--- src/rtl/axil_pkg.sv ---
// Shared response codes, FSM state types and sizing helper for the AXI4-Lite register file.
package axil_pkg;

    localparam logic [1:0] RESP_OKAY   = 2'b00;
    localparam logic [1:0] RESP_SLVERR = 2'b10;

    typedef enum logic {W_IDLE, W_RESP} wr_state_e;
    typedef enum logic {R_IDLE, R_DATA} rd_state_e;

    // Register index width; a single-register file still decodes one index bit.
    function automatic int unsigned idx_width(input int unsigned n);
        return (n > 1) ? $clog2(n) : 1;
    endfunction

endpackage

--- src/rtl/axil_regfile_slot.sv ---
// One register of the file: byte-strobe merge, read-only gate, bus-over-hardware priority.
module axil_regfile_slot #(
    parameter int unsigned       DATA_W    = 32,
    parameter logic [DATA_W-1:0] RESET_VAL = '0,
    parameter bit                RO        = 1'b0
) (
    input  logic                clk,
    input  logic                rst,
    input  logic                bus_we,
    input  logic [DATA_W-1:0]   bus_wdata,
    input  logic [DATA_W/8-1:0] bus_wstrb,
    input  logic                hw_valid,
    input  logic [DATA_W-1:0]   hw_data,
    output logic [DATA_W-1:0]   q
);

    localparam int unsigned NBYTE = DATA_W / 8;

    logic [DATA_W-1:0] merged;

    always_comb begin
        merged = q;
        for (int unsigned b = 0; b < NBYTE; b++) begin
            if (bus_wstrb[b]) merged[b*8 +: 8] = bus_wdata[b*8 +: 8];
        end
    end

    // A bus commit in the same cycle as a hardware set wins; the hardware value is dropped.
    always_ff @(posedge clk or posedge rst) begin
        if (rst) begin
            q <= RESET_VAL;
        end else if (bus_we && !RO) begin
            q <= merged;
        end else if (hw_valid) begin
            q <= hw_data;
        end
    end

endmodule

--- src/rtl/axil_regfile.sv ---
// AXI4-Lite control/status register file with byte strobes, read-only masking and a hardware set port.
// Define AXIL_REGFILE_WPULSE_EN to add reg_wpulse, a one-cycle strobe per successful bus write.
module axil_regfile
    import axil_pkg::*;
#(
    parameter int unsigned       NREG      = 4,
    parameter int unsigned       DATA_W    = 32,
    parameter int unsigned       ADDR_W    = 32,
    parameter int unsigned       ADDR_LSB  = 0,
    parameter logic [DATA_W-1:0] RESET_VAL = '0,
    parameter logic [NREG-1:0]   RO_MASK   = '0
) (
    input  logic                   clk,
    input  logic                   rst,
    input  logic [ADDR_W-1:0]      cbus_awaddr,
    input  logic [2:0]             cbus_awprot,
    input  logic                   cbus_awvalid,
    output logic                   cbus_awready,
    input  logic [DATA_W-1:0]      cbus_wdata,
    input  logic [DATA_W/8-1:0]    cbus_wstrb,
    input  logic                   cbus_wvalid,
    output logic                   cbus_wready,
    output logic [1:0]             cbus_bresp,
    output logic                   cbus_bvalid,
    input  logic                   cbus_bready,
    input  logic [ADDR_W-1:0]      cbus_araddr,
    input  logic [2:0]             cbus_arprot,
    input  logic                   cbus_arvalid,
    output logic                   cbus_arready,
    output logic [DATA_W-1:0]      cbus_rdata,
    output logic [1:0]             cbus_rresp,
    output logic                   cbus_rvalid,
    input  logic                   cbus_rready,
    output logic [NREG*DATA_W-1:0] reg_q,
    input  logic [NREG-1:0]        hw_set_valid,
    input  logic [NREG*DATA_W-1:0] hw_set_data
`ifdef AXIL_REGFILE_WPULSE_EN
    ,
    output logic [NREG-1:0]        reg_wpulse
`endif
);

    localparam int unsigned IDX_W    = idx_width(NREG);
    localparam int unsigned STRB_W   = DATA_W / 8;
    localparam int unsigned UPPER_SH = ADDR_LSB + IDX_W;

    // Out of range: any address bit above the index field, or an index past the last register.
    function automatic logic addr_err(input logic [ADDR_W-1:0] a);
        logic [ADDR_W-1:0] upper;
        upper = a >> UPPER_SH;
        return (upper != '0) || (32'(a[ADDR_LSB +: IDX_W]) >= NREG);
    endfunction

    logic unused_prot;
    assign unused_prot = ^{cbus_awprot, cbus_arprot};

    wr_state_e           wr_state, wr_state_n;
    logic                aw_held, aw_held_n, w_held, w_held_n;
    logic                awready_n, wready_n, bvalid_n;
    logic [1:0]          bresp_n;
    logic [ADDR_W-1:0]   aw_addr_q;
    logic [DATA_W-1:0]   w_data_q;
    logic [STRB_W-1:0]   w_strb_q;

    logic                aw_hs, w_hs, wr_commit, wr_err, ro_hit, wr_ok;
    logic [ADDR_W-1:0]   wr_addr;
    logic [DATA_W-1:0]   wr_data;
    logic [STRB_W-1:0]   wr_strb;
    logic [IDX_W-1:0]    wr_idx;
    logic [NREG-1:0]     bus_we;

    // The commit may use a beat accepted on this very edge, so select live vs held payloads.
    always_comb begin
        aw_hs     = cbus_awvalid && cbus_awready;
        w_hs      = cbus_wvalid && cbus_wready;
        wr_addr   = aw_hs ? cbus_awaddr : aw_addr_q;
        wr_data   = w_hs ? cbus_wdata : w_data_q;
        wr_strb   = w_hs ? cbus_wstrb : w_strb_q;
        wr_idx    = wr_addr[ADDR_LSB +: IDX_W];
        wr_err    = addr_err(wr_addr);
        wr_commit = (wr_state == W_IDLE) && (aw_held || aw_hs) && (w_held || w_hs);
        ro_hit    = 1'b0;
        for (int unsigned i = 0; i < NREG; i++) begin
            if (wr_idx == IDX_W'(i)) ro_hit = RO_MASK[i];
        end
        wr_ok  = !wr_err && !ro_hit;
        bus_we = '0;
        for (int unsigned i = 0; i < NREG; i++) begin
            bus_we[i] = wr_commit && wr_ok && (wr_idx == IDX_W'(i));
        end
    end

    always_comb begin
        wr_state_n = wr_state;
        aw_held_n  = aw_held;
        w_held_n   = w_held;
        awready_n  = cbus_awready;
        wready_n   = cbus_wready;
        bvalid_n   = cbus_bvalid;
        bresp_n    = cbus_bresp;
        case (wr_state)
            W_IDLE: begin
                if (aw_hs) aw_held_n = 1'b1;
                if (w_hs)  w_held_n  = 1'b1;
                if (wr_commit) begin
                    wr_state_n = W_RESP;
                    aw_held_n  = 1'b0;
                    w_held_n   = 1'b0;
                    awready_n  = 1'b0;
                    wready_n   = 1'b0;
                    bvalid_n   = 1'b1;
                    bresp_n    = wr_ok ? RESP_OKAY : RESP_SLVERR;
                end else begin
                    awready_n = !aw_held_n;
                    wready_n  = !w_held_n;
                end
            end
            W_RESP: begin
                if (cbus_bready) begin
                    wr_state_n = W_IDLE;
                    bvalid_n   = 1'b0;
                    awready_n  = 1'b1;
                    wready_n   = 1'b1;
                end
            end
            default: wr_state_n = W_IDLE;
        endcase
    end

    always_ff @(posedge clk or posedge rst) begin
        if (rst) begin
            wr_state     <= W_IDLE;
            aw_held      <= 1'b0;
            w_held       <= 1'b0;
            cbus_awready <= 1'b0;
            cbus_wready  <= 1'b0;
            cbus_bvalid  <= 1'b0;
            cbus_bresp   <= RESP_OKAY;
            aw_addr_q    <= '0;
            w_data_q     <= '0;
            w_strb_q     <= '0;
        end else begin
            wr_state     <= wr_state_n;
            aw_held      <= aw_held_n;
            w_held       <= w_held_n;
            cbus_awready <= awready_n;
            cbus_wready  <= wready_n;
            cbus_bvalid  <= bvalid_n;
            cbus_bresp   <= bresp_n;
            if (aw_hs) aw_addr_q <= cbus_awaddr;
            if (w_hs) begin
                w_data_q <= cbus_wdata;
                w_strb_q <= cbus_wstrb;
            end
        end
    end

    rd_state_e         rd_state, rd_state_n;
    logic              arready_n, rvalid_n;
    logic [1:0]        rresp_n;
    logic [DATA_W-1:0] rdata_n, rd_word;
    logic [IDX_W-1:0]  rd_idx;
    logic              rd_err, ar_hs;

    // Read mux samples current register state, so a same-edge write is not yet visible.
    always_comb begin
        ar_hs   = cbus_arvalid && cbus_arready;
        rd_idx  = cbus_araddr[ADDR_LSB +: IDX_W];
        rd_err  = addr_err(cbus_araddr);
        rd_word = '0;
        for (int unsigned i = 0; i < NREG; i++) begin
            if (rd_idx == IDX_W'(i)) rd_word = reg_q[i*DATA_W +: DATA_W];
        end
    end

    always_comb begin
        rd_state_n = rd_state;
        arready_n  = cbus_arready;
        rvalid_n   = cbus_rvalid;
        rresp_n    = cbus_rresp;
        rdata_n    = cbus_rdata;
        case (rd_state)
            R_IDLE: begin
                arready_n = 1'b1;
                if (ar_hs) begin
                    rd_state_n = R_DATA;
                    arready_n  = 1'b0;
                    rvalid_n   = 1'b1;
                    rdata_n    = rd_err ? '0 : rd_word;
                    rresp_n    = rd_err ? RESP_SLVERR : RESP_OKAY;
                end
            end
            R_DATA: begin
                if (cbus_rready) begin
                    rd_state_n = R_IDLE;
                    rvalid_n   = 1'b0;
                    arready_n  = 1'b1;
                end
            end
            default: rd_state_n = R_IDLE;
        endcase
    end

    always_ff @(posedge clk or posedge rst) begin
        if (rst) begin
            rd_state     <= R_IDLE;
            cbus_arready <= 1'b0;
            cbus_rvalid  <= 1'b0;
            cbus_rresp   <= RESP_OKAY;
            cbus_rdata   <= '0;
        end else begin
            rd_state     <= rd_state_n;
            cbus_arready <= arready_n;
            cbus_rvalid  <= rvalid_n;
            cbus_rresp   <= rresp_n;
            cbus_rdata   <= rdata_n;
        end
    end

    for (genvar i = 0; i < NREG; i++) begin : g_slot
        axil_regfile_slot #(
            .DATA_W    (DATA_W),
            .RESET_VAL (RESET_VAL),
            .RO        (RO_MASK[i])
        ) u_slot (
            .clk       (clk),
            .rst       (rst),
            .bus_we    (bus_we[i]),
            .bus_wdata (wr_data),
            .bus_wstrb (wr_strb),
            .hw_valid  (hw_set_valid[i]),
            .hw_data   (hw_set_data[i*DATA_W +: DATA_W]),
            .q         (reg_q[i*DATA_W +: DATA_W])
        );
    end

`ifdef AXIL_REGFILE_WPULSE_EN
    // Rises with bvalid: bus_we is only set on the commit edge of an OKAY write.
    always_ff @(posedge clk or posedge rst) begin
        if (rst) begin
            reg_wpulse <= '0;
        end else begin
            reg_wpulse <= bus_we;
        end
    end
`endif

endmodule

--- config.mk ---
export PLATFORM = sky130hd
export DESIGN_NAME = axil_regfile
export DESIGN_NICKNAME = d
export VERILOG_FILES = /design/src/rtl/axil_pkg.sv /design/src/rtl/axil_regfile_slot.sv /design/src/rtl/axil_regfile.sv
export SDC_FILE = /design/constraint.sdc
export NUM_CORES = 1
export LEC_CHECK = 0
export BUFFER_PORTS_ARGS = -buffer_cell sky130_fd_sc_hd__clkbuf_2
export CORE_ASPECT_RATIO = 1.75
export CORE_MARGIN = 2
export CORE_UTILIZATION = 35
export DETAILED_ROUTE_END_ITERATION = 10
export GPL_ROUTABILITY_DRIVEN = 0
export GPL_TIMING_DRIVEN = 1
export SLEW_MARGIN = 30
export SYNTH_ARGS = -nofsm -noshare
export SYNTH_HDL_FRONTEND = slang
export SYNTH_SLANG_ARGS = --single-unit
--- constraint.sdc ---
create_clock -name clk -period 8.75 [get_ports clk]
set_input_delay 1.75 -clock clk [delete_from_list [all_inputs] [get_ports clk]]
set_output_delay 1.75 -clock clk [all_outputs]
set_load 0.01 [all_outputs]
==> impl_metrics.yaml <==
synth:
  synthArstFlopShare_pct: 100
  synth_area_per_cell_um2: 11.1
  synthXorXnorAreaFrac_pct: 0
  syn_inst: 1009
  synth_top_family_by_area: "simple AND/OR/NAND/NOR gates"
  ys_seq_area_share_pct: 53.2
  synthMuxAreaShare_pct: 11.6
  synth_top_area_cell: "dfrtp_1"
  synth.top_cell.area_share_pct: 53.2
  yosys.area_share.adder_pct: 0
  synth_common_cells: "dfrtp_1, nand2_1, a221o_1"
  ys_ff_latch: 239
  yosys.area_share.simple_pct: 16.5
  yosysMostFrequentCell: "dfrtp_1"
  synth-main-ff-cell: "dfrtp_1"
  ys_warn_count: 0
  yosysUniqueCellTypes: 44
  synth-edff-count: 0
  synth_area_mm2: 0.0112
  yosys-top-cells-area: "dfrtp_1, a221o_1, mux4_2"
  synth_compound_area_share_pct: 14.4
power_and_ir_drop:
  pwr_density_cell_mw_per_mm2: 230
  pwr-share-clk_pct: 32.4
  switching_share_pct: 31.4
  intPower_uw: 2310
  power.total_uw: 3370
  seqPwrFrac_pct: 43.2
  cellLeakagePower_uw: 0.00737
  peakVddDrop_uv: 206
  p_comb_share_pct: 24.4
  p_switching_uw: 1060
cts:
  clockBufferDepth: 3
  cts_made_buffers: 24
  insertion_delay_ps: 530
  tritoncts: "done"
  cts_hold_buf: 0
  path_clk_slew_ps: 60
  cts_sinks: 239
  cts_resized: 0
  post_cts_buffers: 0
  ctsRootBufferMaster: "clkbuf_16"
  htree_levels: 1
min_path:
  hp-class: "reg -> reg"
worst_setup_path:
  path_class: "in -> reg"
  cp.arrival_ps: 4990
  cp_cell_sequence: "clkbuf_2 > nor4_1 > nand4_1 > mux2_2 > nor4_4 > buf_4 > mux2i_1 > a221oi_1"
  critPathLaunch: "cbus_awaddr[21]"
  r2r_slack_ps: 5080
  reg2reg_depth: 7
  endpoint: "g_slot[0].u_slot.q[31]"
  critPathLaunchType: "primary input"
  worstReg2RegEnd: "g_slot[0].u_slot.q[31]"
  slowest_stage: "mux2i_1"
  cp.required_ps: 9100
  max_stage_delay_ps: 870
  crit_path_end_kind: "register"
  critPathMaxFanout: 31
  timing.rr.start: "aw_addr_q[14]"
cells_and_area:
  fin_nets: 1641
  syn2layout_area_growth_pct: 30.4
  drive_gt1_share_pct: 39.1
  utilization_pct: 46.5
  layoutNonFillerInstCount: 1815
timing:
  setup_viol: 0
  finalSetupTns_ps: 0
  rsz0062_at_grt: "no"
  clock_skew_ps: 7.92
  min_period_ps: 4640
  fin_crit_sh_pct: 53.1
  slew_headroom_pct: 32.5
  hold_violations: 0
  hold_slack_ps: 474
  drv_slew: 0
  fmax_mhz: 215
  tightest_slew_ps: 985
floorplanning:
  coreArea_mm2: 0.0315
  die_area_mm2: 0.0336
  num_rows: 86
  die_y_um: 241
  boundaryPins: 414
  initial_core_util_pct: 35.7
  die_w_um: 139
route:
  first_iter_violations: 584
  remaining_drc_errors: 0
  drt_first_pass_iters: 6
  post_drt_wl_per_cell_um: 23.3
  finalWirelength_um: 42200
  vias_per_cell: 5.47
  drtAntennaViolNets: 0
  vias: 9927
global_routing:
  antenna_found_initial: 9
  grt_pass1_wl_um: 62000
  grt_pass1_vias: 10300
  gr-total-overflow: 0
  gr-usage-all-layers_pct: 24.4
  grt_max_degree: 139
run_status:
  status: "completed"
placement:
  dp_cells: 1766
  io_buffers: 405
  dp_hpwl_um: 29800
run:
  max_cap_viol_count: 0
-- worst max-delay path, delay by kind of cell --
kind / cells / cell delay [ps]
compound gates: 1 / 200
mux: 2 / 1290
simple gates: 3 / 1110
buf+inv: 2 / 630
-- power groups by stage --
stage / logic [uW] / registers, uW / clock network (uW)
after floorplan: 500 / 1470 / 0
after global placement: 806 / 1470 / 0
after detailed placement: 828 / 1470 / 0
after CTS: 831 / 1460 / 1120
after global routing: 908 / 1480 / 1160
final: 823 / 1460 / 1090
-- cell families after synthesis --
kind of cell    after synthesis
simple gates                374
flops                       239
compound gates              182
buf+inv                     127
mux                          86
other cells                   1
-- routing by layer --
layer  part of all wire (%)  track usage [%]
met4                    4.9             12.1
met2                     53             44.1
met1                     37             28.2
met3                    5.6             3.39
met5                  0.031                0
-- worst min path at each step --
stage | cells past startpoint | from | endpoint | slack (ps)
finish | 1 | rd_state | cbus_arready | 470
global route | 1 | rd_state | cbus_arready | 490
CTS | 1 | rd_state | cbus_arready | 480
detailed placement | 2 | aw_addr_q[6] | aw_addr_q[6] | 460
global placement | 2 | aw_addr_q[13] | aw_addr_q[13] | 460
floorplan | 2 | aw_addr_q[29] | aw_addr_q[29] | 440
-- registers in the layout (all words and copies together), names as in the netlist --
register	flops
cbus_awready	1
cbus_rdata	32
cbus_wready	1
cbus_rresp	1
cbus_bvalid	1
w_held	1
wr_state	1
aw_addr_q	32
w_data_q	32
g_slot.u_slot.q	128
rd_state	1
cbus_arready	1
w_strb_q	4
aw_held	1
cbus_rvalid	1
cbus_bresp	1
-- cells in the final DEF (no fill, tap or decap), types with 3 or more instances in the layout --
cell / Yosys / routed
nor4_4: 2 / 3
buf_8: 0 / 3
dfrtp_1: 239 / 239
o21ai_0: 36 / 36
nor2_1: 46 / 46
nor4_1: 20 / 20
nand2_1: 163 / 162
a211o_1: 3 / 3
and3_1: 7 / 7
mux2i_2: 0 / 8
mux2_2: 31 / 31
and2_1: 106 / 106
inv_1: 64 / 63
o221a_2: 5 / 5
o21a_1: 3 / 3
diode_2: 0 / 7
clkbuf_8: 0 / 8
nor2b_4: 0 / 3
clkinv_2: 0 / 3
clkbuf_2: 0 / 405
mux4_2: 32 / 32
buf_4: 2 / 13
mux2i_1: 23 / 15
a221oi_1: 4 / 4
nand4_1: 3 / 3
nand3_1: 10 / 8
clkbuf_16: 0 / 25
a221o_1: 111 / 111
a222oi_1: 6 / 6
-- through the flow --
stage / worst slack (ps) / cell area [um^2]
after floorplan: 440 / 11200
after global placement: 3470 / 13700
after detailed placement: 3480 / 13800
after CTS: 4080 / 14600
after global routing: 3870 / 14700
final: 4110 / 14700
-- final cells by class --
type / count / area, um^2
fillers: 3040 / 16900
flip-flops and latches: 239 / 5980
multi-input cells: 644 / 4870
repair buffers: 423 / 2220
clock buffers: 35 / 743
well taps: 396 / 495
inverters: 64 / 248
clock inverters: 7 / 90.1
diodes: 7 / 17.5
No activity file was read; power rests on OpenSTA's default activity.
